$ cat config.mk
export PLATFORM = sky130hd
export DESIGN_NAME = rice_core_muldiv
export DESIGN_NICKNAME = d
export VERILOG_FILES = /design/src/rtl/rice_core_pkg.sv /design/src/rtl/rice_core_muldiv_step.sv /design/src/rtl/rice_core_muldiv.sv
export SDC_FILE = /design/constraint.sdc
export NUM_CORES = 1
export LEC_CHECK = 0
export ABC_CLOCK_PERIOD_IN_PS = 11000
export BUFFER_PORTS_ARGS = -buffer_cell sky130_fd_sc_hd__buf_2
export CAP_MARGIN = 30
export CELL_PAD_IN_SITES_DETAIL_PLACEMENT = 1
export CELL_PAD_IN_SITES_GLOBAL_PLACEMENT = 2
export CORE_MARGIN = 4
export CORE_UTILIZATION = 40
export DETAILED_ROUTE_END_ITERATION = 16
export PLACE_DENSITY = 0.95
export RECOVER_POWER = 50
export SLEW_MARGIN = 25
export SYNTH_ARGS = -nofsm -noshare
export SYNTH_HDL_FRONTEND = slang
export SYNTH_SLANG_ARGS = --single-unit
$ cat constraint.sdc
create_clock -name i_clk -period 11 [get_ports i_clk]
set_input_delay 1.1 -clock i_clk [delete_from_list [all_inputs] [get_ports i_clk]]
set_output_delay 1.1 -clock i_clk [all_outputs]
set_load 0.02 [all_outputs]
$ cat src/rtl/rice_core_pkg.sv
// Shared types and helpers for the rice_core execute-stage multiply/divide unit.
package rice_core_pkg;

  typedef enum logic [2:0] {
    MUL    = 3'd0,
    MULH   = 3'd1,
    MULHSU = 3'd2,
    MULHU  = 3'd3,
    DIV    = 3'd4,
    DIVU   = 3'd5,
    REM    = 3'd6,
    REMU   = 3'd7
  } rice_core_muldiv_command;

  typedef enum logic [1:0] {
    MULDIV_IDLE = 2'd0,
    MULDIV_CALC = 2'd1,
    MULDIV_DONE = 2'd2
  } rice_core_muldiv_state;

  function automatic logic is_mul_command(input rice_core_muldiv_command command);
    case (command)
      DIV, DIVU, REM, REMU: return 1'b0;
      default:              return 1'b1;
    endcase
  endfunction

  function automatic logic is_rem_command(input rice_core_muldiv_command command);
    return (command == REM) || (command == REMU);
  endfunction

  function automatic logic is_signed_rs1(input rice_core_muldiv_command command);
    case (command)
      MULHU, DIVU, REMU: return 1'b0;
      default:           return 1'b1;
    endcase
  endfunction

  function automatic logic is_signed_rs2(input rice_core_muldiv_command command);
    case (command)
      MULHSU, MULHU, DIVU, REMU: return 1'b0;
      default:                   return 1'b1;
    endcase
  endfunction

endpackage

$ cat src/rtl/rice_core_muldiv_step.sv
// One radix-2 iteration on the {hi,lo} accumulator: LSB-first shift-add for
// multiply, or shift-left plus trial subtract for restoring division.
module rice_core_muldiv_step #(
  parameter int XLEN = 32
) (
  input  logic            is_mul,
  input  logic [XLEN-1:0] hi,
  input  logic [XLEN-1:0] lo,
  input  logic [XLEN-1:0] operand,
  output logic [XLEN-1:0] hi_next,
  output logic [XLEN-1:0] lo_next
);

  logic [XLEN:0] add_sum;
  logic [XLEN:0] shifted;
  logic [XLEN:0] diff;

  // Remainder stays below the divisor, so diff[XLEN] is a true borrow flag.
  always_comb begin
    add_sum = {1'b0, hi} + (lo[0] ? {1'b0, operand} : '0);
    shifted = {hi, lo[XLEN-1]};
    diff    = shifted - {1'b0, operand};
    if (is_mul) begin
      hi_next = add_sum[XLEN:1];
      lo_next = {add_sum[0], lo[XLEN-1:1]};
    end else if (!diff[XLEN]) begin
      hi_next = diff[XLEN-1:0];
      lo_next = {lo[XLEN-2:0], 1'b1};
    end else begin
      hi_next = shifted[XLEN-1:0];
      lo_next = {lo[XLEN-2:0], 1'b0};
    end
  end

endmodule

$ cat src/rtl/rice_core_muldiv.sv
// Iterative RV M-extension multiply/divide unit with valid/ready on both sides.
// Define RICE_CORE_MULDIV_FAST_PATH_EN to finish trivial operations without iterating.
module rice_core_muldiv
  import rice_core_pkg::*;
#(
  parameter int XLEN = 32
) (
  input  logic                    i_clk,
  input  logic                    i_rst,
  input  logic                    i_flush,
  input  logic                    i_valid,
  output logic                    o_ready,
  input  logic [XLEN-1:0]         i_rs1_value,
  input  logic [XLEN-1:0]         i_rs2_value,
  input  rice_core_muldiv_command i_command,
  output logic                    o_valid,
  input  logic                    i_ready,
  output logic [XLEN-1:0]         o_result
);

  localparam int CNT_W = $clog2(XLEN) + 1;
  localparam logic [CNT_W-1:0] LAST_STEP = CNT_W'(XLEN - 1);
  localparam logic [XLEN-1:0] MIN_INT = {1'b1, {(XLEN-1){1'b0}}};

  rice_core_muldiv_state   state, next_state;
  rice_core_muldiv_command command_q;
  logic [XLEN-1:0]         hi_q, lo_q, operand_q;
  logic [CNT_W-1:0]        count_q;
  logic                    negate_q;

  logic                    accept, step_en, last_step;
  logic                    rs1_neg, rs2_neg, div_zero, overflow, negate_d;
  logic [XLEN-1:0]         rs1_mag, rs2_mag;
  logic [XLEN-1:0]         step_hi, step_lo;
  logic [2*XLEN-1:0]       product;
  logic [XLEN-1:0]         div_value, final_result;
  logic                    fast_hit;

  assign accept    = (state == MULDIV_IDLE) && i_valid && !i_flush;
  assign step_en   = (state == MULDIV_CALC) && !i_flush;
  assign last_step = step_en && (count_q == LAST_STEP);

  // Magnitudes and the result sign; a zero divisor keeps the quotient all ones
  // and the remainder sign-restored back to rs1, overflow falls out naturally.
  always_comb begin
    rs1_neg  = is_signed_rs1(i_command) && i_rs1_value[XLEN-1];
    rs2_neg  = is_signed_rs2(i_command) && i_rs2_value[XLEN-1];
    rs1_mag  = rs1_neg ? -i_rs1_value : i_rs1_value;
    rs2_mag  = rs2_neg ? -i_rs2_value : i_rs2_value;
    div_zero = (i_rs2_value == '0);
    overflow = !is_mul_command(i_command) && is_signed_rs1(i_command) &&
               (i_rs1_value == MIN_INT) && (i_rs2_value == '1);
    if (is_mul_command(i_command)) begin
      negate_d = rs1_neg ^ rs2_neg;
    end else if (is_rem_command(i_command)) begin
      negate_d = rs1_neg;
    end else begin
      negate_d = (rs1_neg ^ rs2_neg) && !div_zero;
    end
  end

`ifdef RICE_CORE_MULDIV_FAST_PATH_EN
  logic [XLEN-1:0] fast_result;

  always_comb begin
    fast_hit    = 1'b0;
    fast_result = '0;
    if (is_mul_command(i_command)) begin
      fast_hit = (i_rs1_value == '0) || (i_rs2_value == '0);
    end else if (div_zero) begin
      fast_hit    = 1'b1;
      fast_result = is_rem_command(i_command) ? i_rs1_value : '1;
    end else if (overflow) begin
      fast_hit    = 1'b1;
      fast_result = is_rem_command(i_command) ? '0 : i_rs1_value;
    end
  end
`else
  assign fast_hit = 1'b0;
`endif

  rice_core_muldiv_step #(
    .XLEN(XLEN)
  ) u_step (
    .is_mul (is_mul_command(command_q)),
    .hi     (hi_q),
    .lo     (lo_q),
    .operand(operand_q),
    .hi_next(step_hi),
    .lo_next(step_lo)
  );

  always_comb begin
    product   = negate_q ? -{step_hi, step_lo} : {step_hi, step_lo};
    div_value = is_rem_command(command_q) ? step_hi : step_lo;
    div_value = negate_q ? -div_value : div_value;
    if (!is_mul_command(command_q)) begin
      final_result = div_value;
    end else if (command_q == MUL) begin
      final_result = product[XLEN-1:0];
    end else begin
      final_result = product[2*XLEN-1:XLEN];
    end
  end

  always_ff @(posedge i_clk or posedge i_rst) begin
    if (i_rst) begin
      state <= MULDIV_IDLE;
    end else begin
      state <= next_state;
    end
  end

  always_comb begin
    next_state = state;
    o_ready    = 1'b0;
    o_valid    = 1'b0;
    case (state)
      MULDIV_IDLE: begin
        o_ready = 1'b1;
        if (i_valid) next_state = fast_hit ? MULDIV_DONE : MULDIV_CALC;
      end
      MULDIV_CALC: begin
        if (count_q == LAST_STEP) next_state = MULDIV_DONE;
      end
      MULDIV_DONE: begin
        o_valid = 1'b1;
        if (i_ready) next_state = MULDIV_IDLE;
      end
      default: next_state = MULDIV_IDLE;
    endcase
    if (i_flush) next_state = MULDIV_IDLE;
  end

  // Multiply iterates over the multiplier in lo; divide shifts the dividend out of lo.
  always_ff @(posedge i_clk or posedge i_rst) begin
    if (i_rst) begin
      command_q <= MUL;
      hi_q      <= '0;
      lo_q      <= '0;
      operand_q <= '0;
      count_q   <= '0;
      negate_q  <= 1'b0;
      o_result  <= '0;
    end else if (accept) begin
      command_q <= i_command;
      hi_q      <= '0;
      lo_q      <= is_mul_command(i_command) ? rs2_mag : rs1_mag;
      operand_q <= is_mul_command(i_command) ? rs1_mag : rs2_mag;
      count_q   <= '0;
      negate_q  <= negate_d;
`ifdef RICE_CORE_MULDIV_FAST_PATH_EN
      if (fast_hit) o_result <= fast_result;
`endif
    end else if (step_en) begin
      hi_q    <= step_hi;
      lo_q    <= step_lo;
      count_q <= count_q + 1'b1;
      if (last_step) o_result <= final_result;
    end
  end

endmodule

# Word level (Yosys, flattened, before mapping)
# Index checks and enable logic that the tools add are counted.
[word_totals]
out_inout_bits = 34
latch_bits = 0
mem_bits_ro = 0
ramBits = 0
regBits = 140
memories = 0
elab_cells = 87
[classes]
eq_ne = 16
add_sub_neg = 7
magnitude_cmp = 0
n_mul = 0
muxes = 33
div = 0
n_reduce_logical = 21
shifts = 0
bitwise = 2
[ops]
columns = ["op", "n"]
rows = [
  ["$mux W32", 16],
  ["$neg A32 Y32", 3],
  ["$mux W64", 1],
  ["$neg A64 Y64", 1],
  ["$add A32 B33 Y33", 1],
  ["$sub A33 B32 Y33", 1],
  ["$logic_not A32 Y1", 1],
  ["$eq A3 B3 Y1 const B", 8],
  ["$mux W6", 2],
  ["$reduce_or A4 Y1", 3],
  ["$mux W1", 9],
  ["$mux W2", 4],
  ["$logic_and A1 B1 Y1", 7],
  ["$add A6 B1 Y6 const B", 1],
  ["$eq A3 B2 Y1 const B", 2],
  ["$eq A6 B5 Y1 const B", 1],
  ["$ne A3 B3 Y1 const B", 2],
  ["$pmux W2 S3", 1],
  ["$reduce_and A3 Y1", 2],
  ["$logic_not A3 Y1", 1],
  ["$ne A3 B2 Y1 const B", 1],
  ["$reduce_or A3 Y1", 1],
  ["$eq A2 B1 Y1 const B", 1],
  ["$eq A2 B2 Y1 const B", 1],
  ["other kinds (6)", 8],
]

# Longest topological paths before layout
# Gate-level depths: netlist of the first run.
[depth]
word_depth = 8
ltp_mapped = 24
depth_no_buf = 22

# By module
# A second synthesis of the first run with hierarchy kept.
[hier_totals]
cells_unflattened = 2018
area_unflattened_um2 = 15782.6
[by_module_without_submodules]
columns = ["module", "cells_per_inst", "n_inst", "area_per_inst_um2", "seq_area_each_um2"]
rows = [
  ["rice_core_muldiv", 1365, 1, 10920.5, 3503.4],
  ["rice_core_muldiv_step", 653, 1, 4862.2, 0.0],
]

# Worst setup path after synthesis of the first run
# Ideal clock, no wire load.
[synth_timing]
kind = "reg-to-reg"
startpoint = "reg lo_q[31]"
endpoint = "reg o_result[16]"
arrival_ns = 5.151
stages_incl_launch_ff = 24
path_slack_ns = 5.718
cell_sequence = "dfrtp_1 -> inv_1 -> ha_1 -> fa_1 -> nand2b_1 -> a21o_1 -> a211oi_4 -> a21o_4 -> a31oi_1 -> nand3_1 -> and2_1 -> clkbuf_1 -> ha_1 -> nand3_1 -> nor2_1 -> o2111ai_1 -> or3_1 -> or3_1 -> or3_1 -> buf_2 -> o41ai_2 -> xnor2_1 -> a221oi_1 -> o21ai_1"
[synth_between]
elab_chain_cells = 7
[synth_lines]
columns = ["element", "line_no", "rtl"]
rows = [
  ["start, declared", "rice_core_muldiv.sv:27", "logic [XLEN-1:0] hi_q, lo_q, operand_q;"],
  ["start signal, assigned", "rice_core_muldiv.sv:148", "lo_q <= is_mul_command(i_command) ? rs2_mag : rs1_mag;"],
  ["start signal, assigned", "rice_core_muldiv.sv:157", "lo_q <= step_lo;"],
  ["$sub A33 B32 Y33", "rice_core_muldiv_step.sv:22", "diff = shifted - {1'b0, operand};"],
  ["$mux W1 or $mux W32 (tied branches)", "rice_core_muldiv_step.sv:26", "end else if (!diff[XLEN]) begin"],
  ["$mux W32", "rice_core_muldiv_step.sv:23", "if (is_mul) begin"],
  ["$neg A64 Y64 or $mux W32 (tied branches)", "rice_core_muldiv.sv:94, rice_core_muldiv.sv:95", ""],
  ["$mux W64 or $neg A32 Y32 (tied branches)", "rice_core_muldiv.sv:94, rice_core_muldiv.sv:96", ""],
  ["$mux W32, on equally long branches", "rice_core_muldiv.sv:99, rice_core_muldiv.sv:96", ""],
  ["$mux W32 (*)", "rice_core_muldiv.sv:97", "if (!is_mul_command(command_q)) begin"],
  ["end signal, assigned", "rice_core_muldiv.sv:159", "if (last_step) o_result <= final_result;"],
  ["end, declared", "rice_core_muldiv.sv:18", "output logic [XLEN-1:0] o_result"],
]
# Every way passes the cells marked *; elsewhere a longest branch is shown, timed or not.
# A chain may end at the register's enable or synchronous reset.

# Worst setup path in the final report of the first run
[layout_timing]
startpoint = "reg lo_q[31]"
endpoint = "reg o_result[30]"
# Same word-level chain as after synthesis.

==> results of run 1 <==
## flip-flops by register name (all words and copies together), names as in the netlist
name,flops
lo_q,32
o_result,32
negate_q,1
count_q,6
state,2
hi_q,32
operand_q,32
command_q,3
## layer usage
metal	vias up	part of all wire, %
li1	8228	-
met1	9042	43
met2	774	46
met3	163	6.2
met4	2	4.9
met5	-	0.015
## worst min-delay path: cells and delay by family, from the launching register on
kind	cells	cell delay, ns
flops	1	0.34
compound gates	1	0.06
simple gates	1	0.05
## Yosys cell counts, drive strengths merged (10+ instances only)
cell / n
o211ai: 55
or3: 21
a31oi: 22
o21bai: 12
dfrtp: 140
a22o: 19
mux2i: 57
nand4: 29
nand2b: 18
buf: 46
a21o: 25
and3: 10
nor2: 210
ha: 69
xnor2: 109
a21oi: 190
nand3: 35
or2: 11
o41ai: 17
nor3: 62
o21ai: 212
and2: 52
nand2: 280
clkbuf: 109
xor2: 81
nor2b: 12
a211oi: 34
or4: 13
o221ai: 11
nor4: 23
a221oi: 16
inv: 62
o31ai: 39
## cells by family after synthesis
family / Yosys count / share of synthesized area (%)
compound gates: 761 / 30.72
xor+xnor: 190 / 10.17
fa+ha+maj: 71 / 5.521
buf+inv: 218 / 5.368
flops: 140 / 21.41
mux: 66 / 4.106
simple gates: 798 / 22.70
## worst paths after layout
kind | depth (start not counted) | from | end | slack (ns)
worst min register to register | 2 | o_result[2]$_DFFE_PP0P_ | o_result[2]$_DFFE_PP0P_ | 0.49
worst max register to register | 22 | lo_q[31]$_DFFE_PP0P_ | o_result[30]$_DFFE_PP0P_ | 4.32
max in group asynchronous | 3 | i_rst | negate_q$_DFFE_PP0P_ | 4.38
worst min-delay path | 2 | o_result[2]$_DFFE_PP0P_ | o_result[2]$_DFFE_PP0P_ | 0.49
worst max-delay path | 22 | lo_q[31]$_DFFE_PP0P_ | o_result[30]$_DFFE_PP0P_ | 4.32
min in group asynchronous | 2 | i_rst | count_q[4]$_DFFE_PP0P_ | 1.73
## cell usage in the layout, fill, tap and decap left out, types with 9 or more instances in the layout
master,count
a21oi_1,186
o31ai_1,38
nor3_1,62
nand4_1,29
inv_1,59
o221ai_1,11
buf_4,30
nand2_1,278
or2_2,10
nor4_1,23
clkbuf_16,17
a211oi_1,32
ha_1,69
o41ai_1,11
nor2b_1,12
mux2i_1,57
and3_1,10
nor2_1,207
o21ai_0,203
dfrtp_1,138
or3_1,21
o211ai_1,55
and2_1,51
nand2b_1,18
mux2_2,9
nand3_1,34
a22o_1,19
o21bai_1,12
a21o_1,24
clkbuf_1,39
xor2_1,81
a31oi_1,21
or4_1,13
xnor2_1,109
a221oi_1,16
buf_2,71
## layout make-up
| class | instances | area [um2] |
|---|---|---|
| sequential | 140 | 3508 |
| timing repair buffer | 139 | 723.2 |
| inverter | 63 | 237.7 |
| clock inverter | 13 | 215.2 |
| clock buffer | 18 | 429.2 |
| fill | 5042 | 22320 |
| tap | 525 | 656.9 |
| multi-input combinational | 1886 | 12010 |
## power groups by stage
stage | sequential (mW) | combinational (mW) | clock (mW)
finish | 0.868 | 3.61 | 0.669
global route | 0.877 | 3.85 | 0.693
CTS | 0.857 | 3.52 | 0.670
floorplan | 0.741 | 2.43 | 0
detailed placement | 0.865 | 3.50 | 0
global placement | 0.859 | 3.43 | 0
==> results.tsv, run 1 <==
metric	value	unit
status	finished with violations	
failed_checks	max-capacitance violations, max-slew violations	
grt_max_degree	92	
num_vias	18210	
initial_utilization	40.81	%
cts_buffers	17	
cts_tree	done	
overflow	0	
grt_pass1_wl	112700	um
max_slew_margin	-173.0	%
drtIter0Drc	1792	
cp-end-kind	flop	
dp_hpwl	58390	um
root_buffer	clkbuf_16	
met2_usage	54.26	%
p_sw	2.927	mW
crit_required	11.32	ns
fin_util	44.35	%
place_congestion	1.036	
antenna_left	0	
power.total	5.144	mW
asyncSetResetFlopFracSynth	100.0	%
grt_pass1_vias	18090	
layout.cells.non_filler	2784	
antenna_found_initial	5	
fmax	149.7	MHz
placed_cells	2753	
setup-tns-final	0	ns
synthFlopType	dfrtp_1	
hp-class	reg2reg	
critPathSlowestCell	or3_1	
dp_slack	4.566	ns
start_kind	flop	
holdBufCountCts	0	
final_area	17780	um2
power_frac_seq	16.9	%
use_met1	43.28	%
die_h	210.3	um
finClkSkew	0.009709	ns
routedWlPerCell	26.86	um
chipWidth	210.3	um
path_common_cell	or3_1	
wl	74780	um
hold_viol	0	
cp_cell_sequence	inv_1, ha_1, fa_1, nand2b_1, a21o_1, a211oi_4, a21o_4, a31oi_2, buf_4, nand3_1, and2_1, ha_1, nand3_1, nor2_1, o2111ai_1, or3_1, or3_1, or3_1, nand2b_1, o41ai_1, xor2_1, o211ai_1	
drive_gt1_share	8.455	%
fin_crit	6.679	ns
htree_num_levels	4	
ys_seq_elements	140	
synth_edf_count	0	
clkPwrFrac	13.0	%
diodes	0	
synth_area_leader_cell	dfrtp_1	
coreArea	40100	um2
period_share	60.72	%
ioPinCount	106	
port_buffers	105	
busiest_layer	met2	
postLayoutSetupSlackWorst	4.321	ns
synth_area	16360	um2
cts_setup_buffers	0	
combinationalPowerShare	70.1	%
layout.nets	2390	
first_pass_iters	5	
cap_violations	4	
swShare	56.90	%
drc	0	
rsz0062_at_grt	no	
yosys_warnings	0	
clk_latency	0.46	ns
avgSynthCellArea	7.292	um2
cp_top_family	simple AND/OR/NAND/NOR gates	
p_leak	7.107	nW
via_per_inst	6.541	
worstPathMaxFanout	23	
cts_sinks	140	
clk_pin_slew	0.07	ns
synth_nets	2387	
clockBufferDepth	2	
grt_util_met3	4.629	%
arrival	7.00	ns
ys_types	91	
intPower	2.217	mW
track_usage	32.96	%
setup_viol	0	
synth_top_area_share	21.41	%
slew_viol_final	272	
worstSetupPathType	reg2reg	
synthTopCellsByArea	dfrtp_1, nand2_1, o21ai_0, xnor2_1, a21oi_1	
cts_resized	0	
slowest_delay	0.59	ns
vdd_drop_max	0.0001379	V
rows	73	
dpl_cell_area	17200	um2
worstMarginPinSlew	4.096	ns
pwr_density_cell	289.3	nW/um2
netlist_instances	2244	
synth_seq_area_share	21.41	%
die-area	44210	um2
crit_buf_inv	2	
hold_slack	0.4858	ns
syn_to_final_growth	8.671	%
Note: power is estimated with default switching activity, not from simulation.
==> inputs of run 2 (changes only) <==
--- a/config.mk
+++ b/config.mk
@@ -5,15 +5,16 @@
 export SDC_FILE = /design/constraint.sdc
 export NUM_CORES = 1
 export LEC_CHECK = 0
-export ABC_CLOCK_PERIOD_IN_PS = 11000
+export ABC_AREA = 1
+export ABC_CLOCK_PERIOD_IN_PS = 6700
 export BUFFER_PORTS_ARGS = -buffer_cell sky130_fd_sc_hd__buf_2
 export CAP_MARGIN = 30
 export CELL_PAD_IN_SITES_DETAIL_PLACEMENT = 1
 export CELL_PAD_IN_SITES_GLOBAL_PLACEMENT = 2
 export CORE_MARGIN = 4
-export CORE_UTILIZATION = 40
+export CORE_UTILIZATION = 33
 export DETAILED_ROUTE_END_ITERATION = 16
-export PLACE_DENSITY = 0.95
+export PLACE_DENSITY = 0.89
 export RECOVER_POWER = 50
 export SLEW_MARGIN = 25
 export SYNTH_ARGS = -nofsm -noshare
==> constraint.sdc (replaced) <==
create_clock -name i_clk -period 6.7 [get_ports i_clk]
set_input_delay 0.67 -clock i_clk [delete_from_list [all_inputs] [get_ports i_clk]]
set_output_delay 0.67 -clock i_clk [all_outputs]
set_load 0.02 [all_outputs]
==> run 2 against run 1 <==
- the run still ends with max-capacitance violations, max-slew violations left
- non-clock buffer count is 4 higher
- critical path depth increased by 13
- sequential power increased by 59%
- register-to-register slack worse by 2.7 ns
- flip-flop and latch count stayed put
- clock-buffer cell count did not move
- critical path type unchanged
- largest cell class unchanged
==> results.tsv, run 2 <==
metric	value	unit
start_kind	flop	
ys_seq_elements	140	
overflow	0	
max_slew_margin	-126.1	%
arrival	5.55	ns
asyncSetResetFlopFracSynth	100.0	%
met2_usage	50.58	%
synth_area_leader_cell	nand2_1	
initial_utilization	33.28	%
holdBufCountCts	0	
htree_num_levels	4	
final_cell_mix	nand2_1, inv_1, nor2_1	
setup_viol	0	
ioPinCount	106	
failed_checks	max-capacitance violations, max-slew violations	
crit_required	7.14	ns
via_per_inst	5.553	
port_buffers	105	
drc	0	
track_usage	31.29	%
synthTopCellsByArea	nand2_1, dfrtp_1, inv_1, nor2_1, nand3_1	
ys_types	59	
cts_setup_buffers	0	
syn_to_final_growth	10.20	%
dp_hpwl	74150	um
worstPathMaxFanout	6	
hold_viol	0	
num_vias	21160	
cts_tree	done	
period_share	76.27	%
worstSetupPathType	reg2reg	
slew_viol_final	133	
drtIter0Drc	1894	
fmax	195.7	MHz
cts_buffers	17	
cts_resized	0	
synth_seq_area_share	20.03	%
netlist_instances	3047	
grt_max_degree	84	
final_common_cell	nand2_1	
vdd_drop_max	0.0002727	V
drive_gt1_share	8.520	%
use_met1	40.37	%
rows	84	
slowest_delay	0.41	ns
clk_pin_slew	0.07	ns
cts_sinks	140	
clk_latency	0.50	ns
synth_edf_count	0	
avgSynthCellArea	5.739	um2
layout.nets	3252	
fin_crit	5.110	ns
yosysMostFrequentCell	nand2_1	
busiest_layer	met2	
synth_area	17490	um2
grt_util_met3	5.328	%
worstMarginPinSlew	3.391	ns
first_pass_iters	6	
path_common_cell	nand2_1	
fill_cells	7208	
cp-end-kind	flop	
critPathSlowestCell	fa_1	
yosys_warnings	0	
die-area	56740	um2
root_buffer	clkbuf_16	
synth_top_area_share	20.11	%
synthFlopType	dfrtp_1	
finClkSkew	0.01421	ns
synthTopCellsByCount	nand2_1, inv_1, nor2_1	
antenna_left	0	
rsz0062_at_grt	no	
cap_violations	3	
coreArea	52550	um2
ff2ff_path_depth	35	
grt_pass1_vias	21590	
clockBufferDepth	2	
chipWidth	238.2	um
die_h	238.2	um
rrSetupSlack	1.59	ns
final_area	19270	um2
worstSetupStartpoint	lo_q[31]$_DFFE_PP0P_	
grt_pass1_wl	134100	um
antenna_found_initial	0	
hp-class	in2reg	
routedWlPerCell	23.71	um
dpl_cell_area	18720	um2
wl	90360	um
crit_end	o_result[22]$_DFFE_PP0P_	
status	finished with violations	
rr_endpoint	o_result[22]$_DFFE_PP0P_	
setup-tns-final	0	ns
pwr_density_cell	541.2	nW/um2
synth_nets	3190	
p_leak	10.20	nW
place_congestion	1.021	
r2r-start	lo_q[31]$_DFFE_PP0P_	
run 2: final cells by class:
type	instances	area (um2)	share of cell area (%)
Sequential cell	140	3508	18.20
Inverter	481	1807	9.375
Clock buffer	18	439.2	2.279
Antenna cell	1	2.502	0.01298
Clock inverter	14	118.9	0.6168
Tap cell	688	860.8	4.467
Timing Repair Buffer	143	790.8	4.103
Multi-Input combinational cell	2326	11750	60.94
run 2: stage by stage:
stage / cells / util [%] / power [mW] / hold WS [ns] / worst slack, ns
after CTS: 3805 / 36.69 / 10.27 / 0.3194 / 1.699
after floorplan: 3047 / - / 6.521 / 0.4694 / 2.277
final: 3811 / 36.67 / 10.43 / 0.3385 / 1.590
after detailed placement: 3773 / 35.63 / 9.239 / 0.4676 / 1.714
after global routing: 3810 / 36.67 / 11.17 / 0.3305 / 1.193
after global placement: 3770 / 35.54 / 9.115 / 0.4586 / 1.878
run 2: cells by family after synthesis:
kind of cell / Yosys count / share of synthesized area, %
AO/OA/AOI/OAI: 466 / 15.58
XOR/XNOR: 103 / 5.158
adder cells (fa/ha/maj): 71 / 5.166
buffers and inverters: 581 / 12.98
flip-flops: 140 / 20.03
AND/OR/NAND/NOR: 1686 / 41.09
run 2: power by group:
group	total, mW	internal [mW]	switching (mW)
clock network	0.980	0.518	0.462
logic	8.07	2.18	5.89
registers	1.38	1.06	0.318
run 2: worst min-delay path by stage:
stage | startpoint | endpoint | slack [ns] | depth (start not counted)
after global routing | i_ready | state[1]$_DFFE_PP0P_ | 0.33 | 2
after CTS | i_ready | state[1]$_DFFE_PP0P_ | 0.32 | 2
after floorplan | lo_q[10]$_DFFE_PP0P_ | lo_q[10]$_DFFE_PP0P_ | 0.47 | 2
after detailed placement | o_result[31]$_DFFE_PP0P_ | o_result[31]$_DFFE_PP0P_ | 0.47 | 2
final | i_ready | state[1]$_DFFE_PP0P_ | 0.34 | 2
after global placement | o_result[31]$_DFFE_PP0P_ | o_result[31]$_DFFE_PP0P_ | 0.46 | 2
run 2: worst max-delay path: cells and delay by family, from the launching register on:
kind / cells / cell delay (ns)
buffers and inverters: 6 / 0.51
DFF: 1 / 0.37
AOI/OAI and AO/OA: 2 / 0.49
adders and majority gates: 3 / 0.81
and+or+nand+nor: 24 / 2.84
run 2: metal layers:
| metal | routed length [um] | up-vias |
|---|---|---|
| li1 | - | 9837 |
| met1 | 38470 | 10370 |
| met2 | 40890 | 758 |
| met3 | 5904 | 200 |
| met4 | 5094 | 0 |
| met5 | 0 | - |
==> inputs of run 3 (changes only) <==
--- a/config.mk
+++ b/config.mk
@@ -5,16 +5,16 @@
 export SDC_FILE = /design/constraint.sdc
 export NUM_CORES = 1
 export LEC_CHECK = 0
-export ABC_AREA = 1
-export ABC_CLOCK_PERIOD_IN_PS = 6700
+export ABC_AREA = 0
+export ABC_CLOCK_PERIOD_IN_PS = 5200
 export BUFFER_PORTS_ARGS = -buffer_cell sky130_fd_sc_hd__buf_2
 export CAP_MARGIN = 30
 export CELL_PAD_IN_SITES_DETAIL_PLACEMENT = 1
 export CELL_PAD_IN_SITES_GLOBAL_PLACEMENT = 2
 export CORE_MARGIN = 4
-export CORE_UTILIZATION = 33
+export CORE_UTILIZATION = 37
 export DETAILED_ROUTE_END_ITERATION = 16
-export PLACE_DENSITY = 0.89
+export PLACE_DENSITY = 0.9
 export RECOVER_POWER = 50
 export SLEW_MARGIN = 25
 export SYNTH_ARGS = -nofsm -noshare
==> constraint.sdc (replaced) <==
create_clock -name i_clk -period 5.2 [get_ports i_clk]
set_input_delay 0.52 -clock i_clk [delete_from_list [all_inputs] [get_ports i_clk]]
set_output_delay 0.52 -clock i_clk [all_outputs]
set_load 0.02 [all_outputs]
==> run 3 against run 2 <==
- the flow still finishes with violations (max-capacitance violations, max-slew violations)
- non-clock buffer count rose by 141
- die area fell by 16%
- global-route usage rose by 0.29 points
- clock-buffer cell count did not move
- critical path depth fell by 19
- cell count fell by 22%
- core utilization rose by 7.7 points
- total power rose by 14%
- clock skew barely moved
- sequential power rose by 21%
- critical path type unchanged
- critical endpoint is now o_result[23]$_DFFE_PP0P_
- largest cell class unchanged
- largest power group unchanged
==> results.tsv, run 3 (synthesis gave the netlist of run 1 again) <==
metric	value	unit
status	finished with violations	
failed_checks	max-capacitance violations, max-slew violations	
chipWidth	218.3	um
pwr_density_cell	617.5	nW/um2
clk_latency	0.48	ns
worstPathMaxFanout	5	
start_kind	flop	
dp_hpwl	60410	um
antenna_left	0	
slew_viol_final	143	
setup_viol	0	
cp-end-kind	flop	
num_vias	19090	
initial_utilization	37.74	%
drive_gt1_share	16.80	%
power.total	11.88	mW
cts_sinks	140	
dp_slack	-0.1880	ns
grt_max_degree	104	
routedWlPerCell	25.79	um
cts_tree	done	
fin_util	44.35	%
arrival	5.56	ns
via_per_inst	6.383	
setup-tns-final	0	ns
ioPinCount	106	
antenna_found_initial	2	
crit_required	5.56	ns
layout.cells.non_filler	2991	
hp-class	in2reg	
fmax	192.5	MHz
place_congestion	1.058	
fin_crit	5.196	ns
first_pass_iters	6	
worstSetupPathType	reg2reg	
placed_cells	2945	
syn_to_final_growth	17.53	%
clk_pin_slew	0.06	ns
track_usage	31.57	%
worstMarginPinSlew	3.460	ns
die-area	47650	um2
wl	77130	um
cts_buffers	17	
layout.nets	2535	
finClkSkew	0.01414	ns
final_common_cell	nand2_1	
hold_slack	0.3221	ns
critPathSlowestCell	a2111oi_0	
clockBufferDepth	2	
final_cell_mix	nand2_1, nor2_1, o21ai_0	
htree_num_levels	4	
final_area	19230	um2
vdd_drop_max	0.0003262	V
grt_pass1_vias	19280	
slowest_delay	0.70	ns
die_h	218.3	um
cap_violations	2	
overflow	0	
coreArea	43360	um2
fill_cells	5494	
cp_top_family	compound AO/OA/AOI/OAI gates	
max_slew_margin	-132.0	%
rows	76	
hold_viol	0	
dpl_cell_area	18330	um2
root_buffer	clkbuf_16	
drtIter0Drc	2211	
p_leak	7.935	nW
port_buffers	105	
postLayoutSetupSlackWorst	0.003834	ns
crit_buf_inv	3	
drc	0	
grt_pass1_wl	115900	um
period_share	99.93	%
cp_cell_sequence	inv_1, ha_2, nand4_1, buf_4, or3_1, a2111oi_0, or3_1, nor2_1, xnor2_1, mux2i_1, a21o_1, inv_1, o41ai_2, xor2_1, a22oi_1, a22o_1	
==> run 3: changes by cell type in the layout (fill, tap and decap cells not counted), moves of 31 or more <==
cell / change
nor3_1: +31
inv_1: -405
a21oi_1: +54
nand2_1: -659
and2_1: +46
nor2_1: -120
buf_4: +143
nand3_1: -200
a22oi_1: -31
o21ai_0: +40
xnor2_1: +79
mux2i_1: +57
o31ai_1: +31
==> run 3: where the power goes <==
part	internal (mW)	switching, mW	leakage (nW)
sequential	1.34	0.328	1.82
clock	0.678	0.571	0.279
combinational	3.24	5.72	5.84
total	5.26	6.62	7.94
==> run 3: layout make-up <==
class / instances / area (um2) / share of cell area (%)
inverter: 63 / 237.7 / 1.236
clock inverter: 14 / 136.4 / 0.7092
timing repair buffer: 284 / 1896 / 9.857
sequential: 140 / 3508 / 18.24
tap: 585 / 732.0 / 3.806
antenna: 1 / 2.502 / 0.01301
clock buffer: 18 / 439.2 / 2.284
multi-input combinational: 1886 / 12280 / 63.85
==> run 3: final timing paths <==
| check | slack (ns) | depth (start not counted) | to | startpoint |
|---|---|---|---|---|
| worst min-delay path | 0.32 | 3 | command_q[0]$_DFFE_PP0P_ | i_command[0] |
| worst max-delay path | 0.004 | 16 | o_result[23]$_DFFE_PP0P_ | operand_q[19]$_DFFE_PP0P_ |
| worst max register to register | 0.004 | 16 | o_result[23]$_DFFE_PP0P_ | operand_q[19]$_DFFE_PP0P_ |
| max in group asynchronous | 1.11 | 3 | operand_q[22]$_DFFE_PP0P_ | i_rst |
| worst min register to register | 0.48 | 2 | o_result[21]$_DFFE_PP0P_ | o_result[21]$_DFFE_PP0P_ |
| min in group asynchronous | 1.03 | 2 | lo_q[28]$_DFFE_PP0P_ | i_rst |
==> run 3: routing by layer <==
metal	GRT usage [%]	up-vias	wire length, um
li1	-	8513	-
met1	39.74	9396	30570
met2	51.34	951	35360
met3	6.076	233	6683
met4	16.58	0	4518
met5	0	-	0
==> run 3: repair_timing <==
item | in CTS | in global routing
hold endpoints to repair | 0 | 0
hold buffers | 0 | 0
buffers inserted | 6 | 7
endpoints found under the setup margin | 11 | 16
pin swaps | 7 | 23
resized for setup | 9 | 48
==> run 3: worst min-delay path: stages <==
cell and delay [ns]:
buf_2 0.13, nand2_1 0.06, nand2_1 0.04
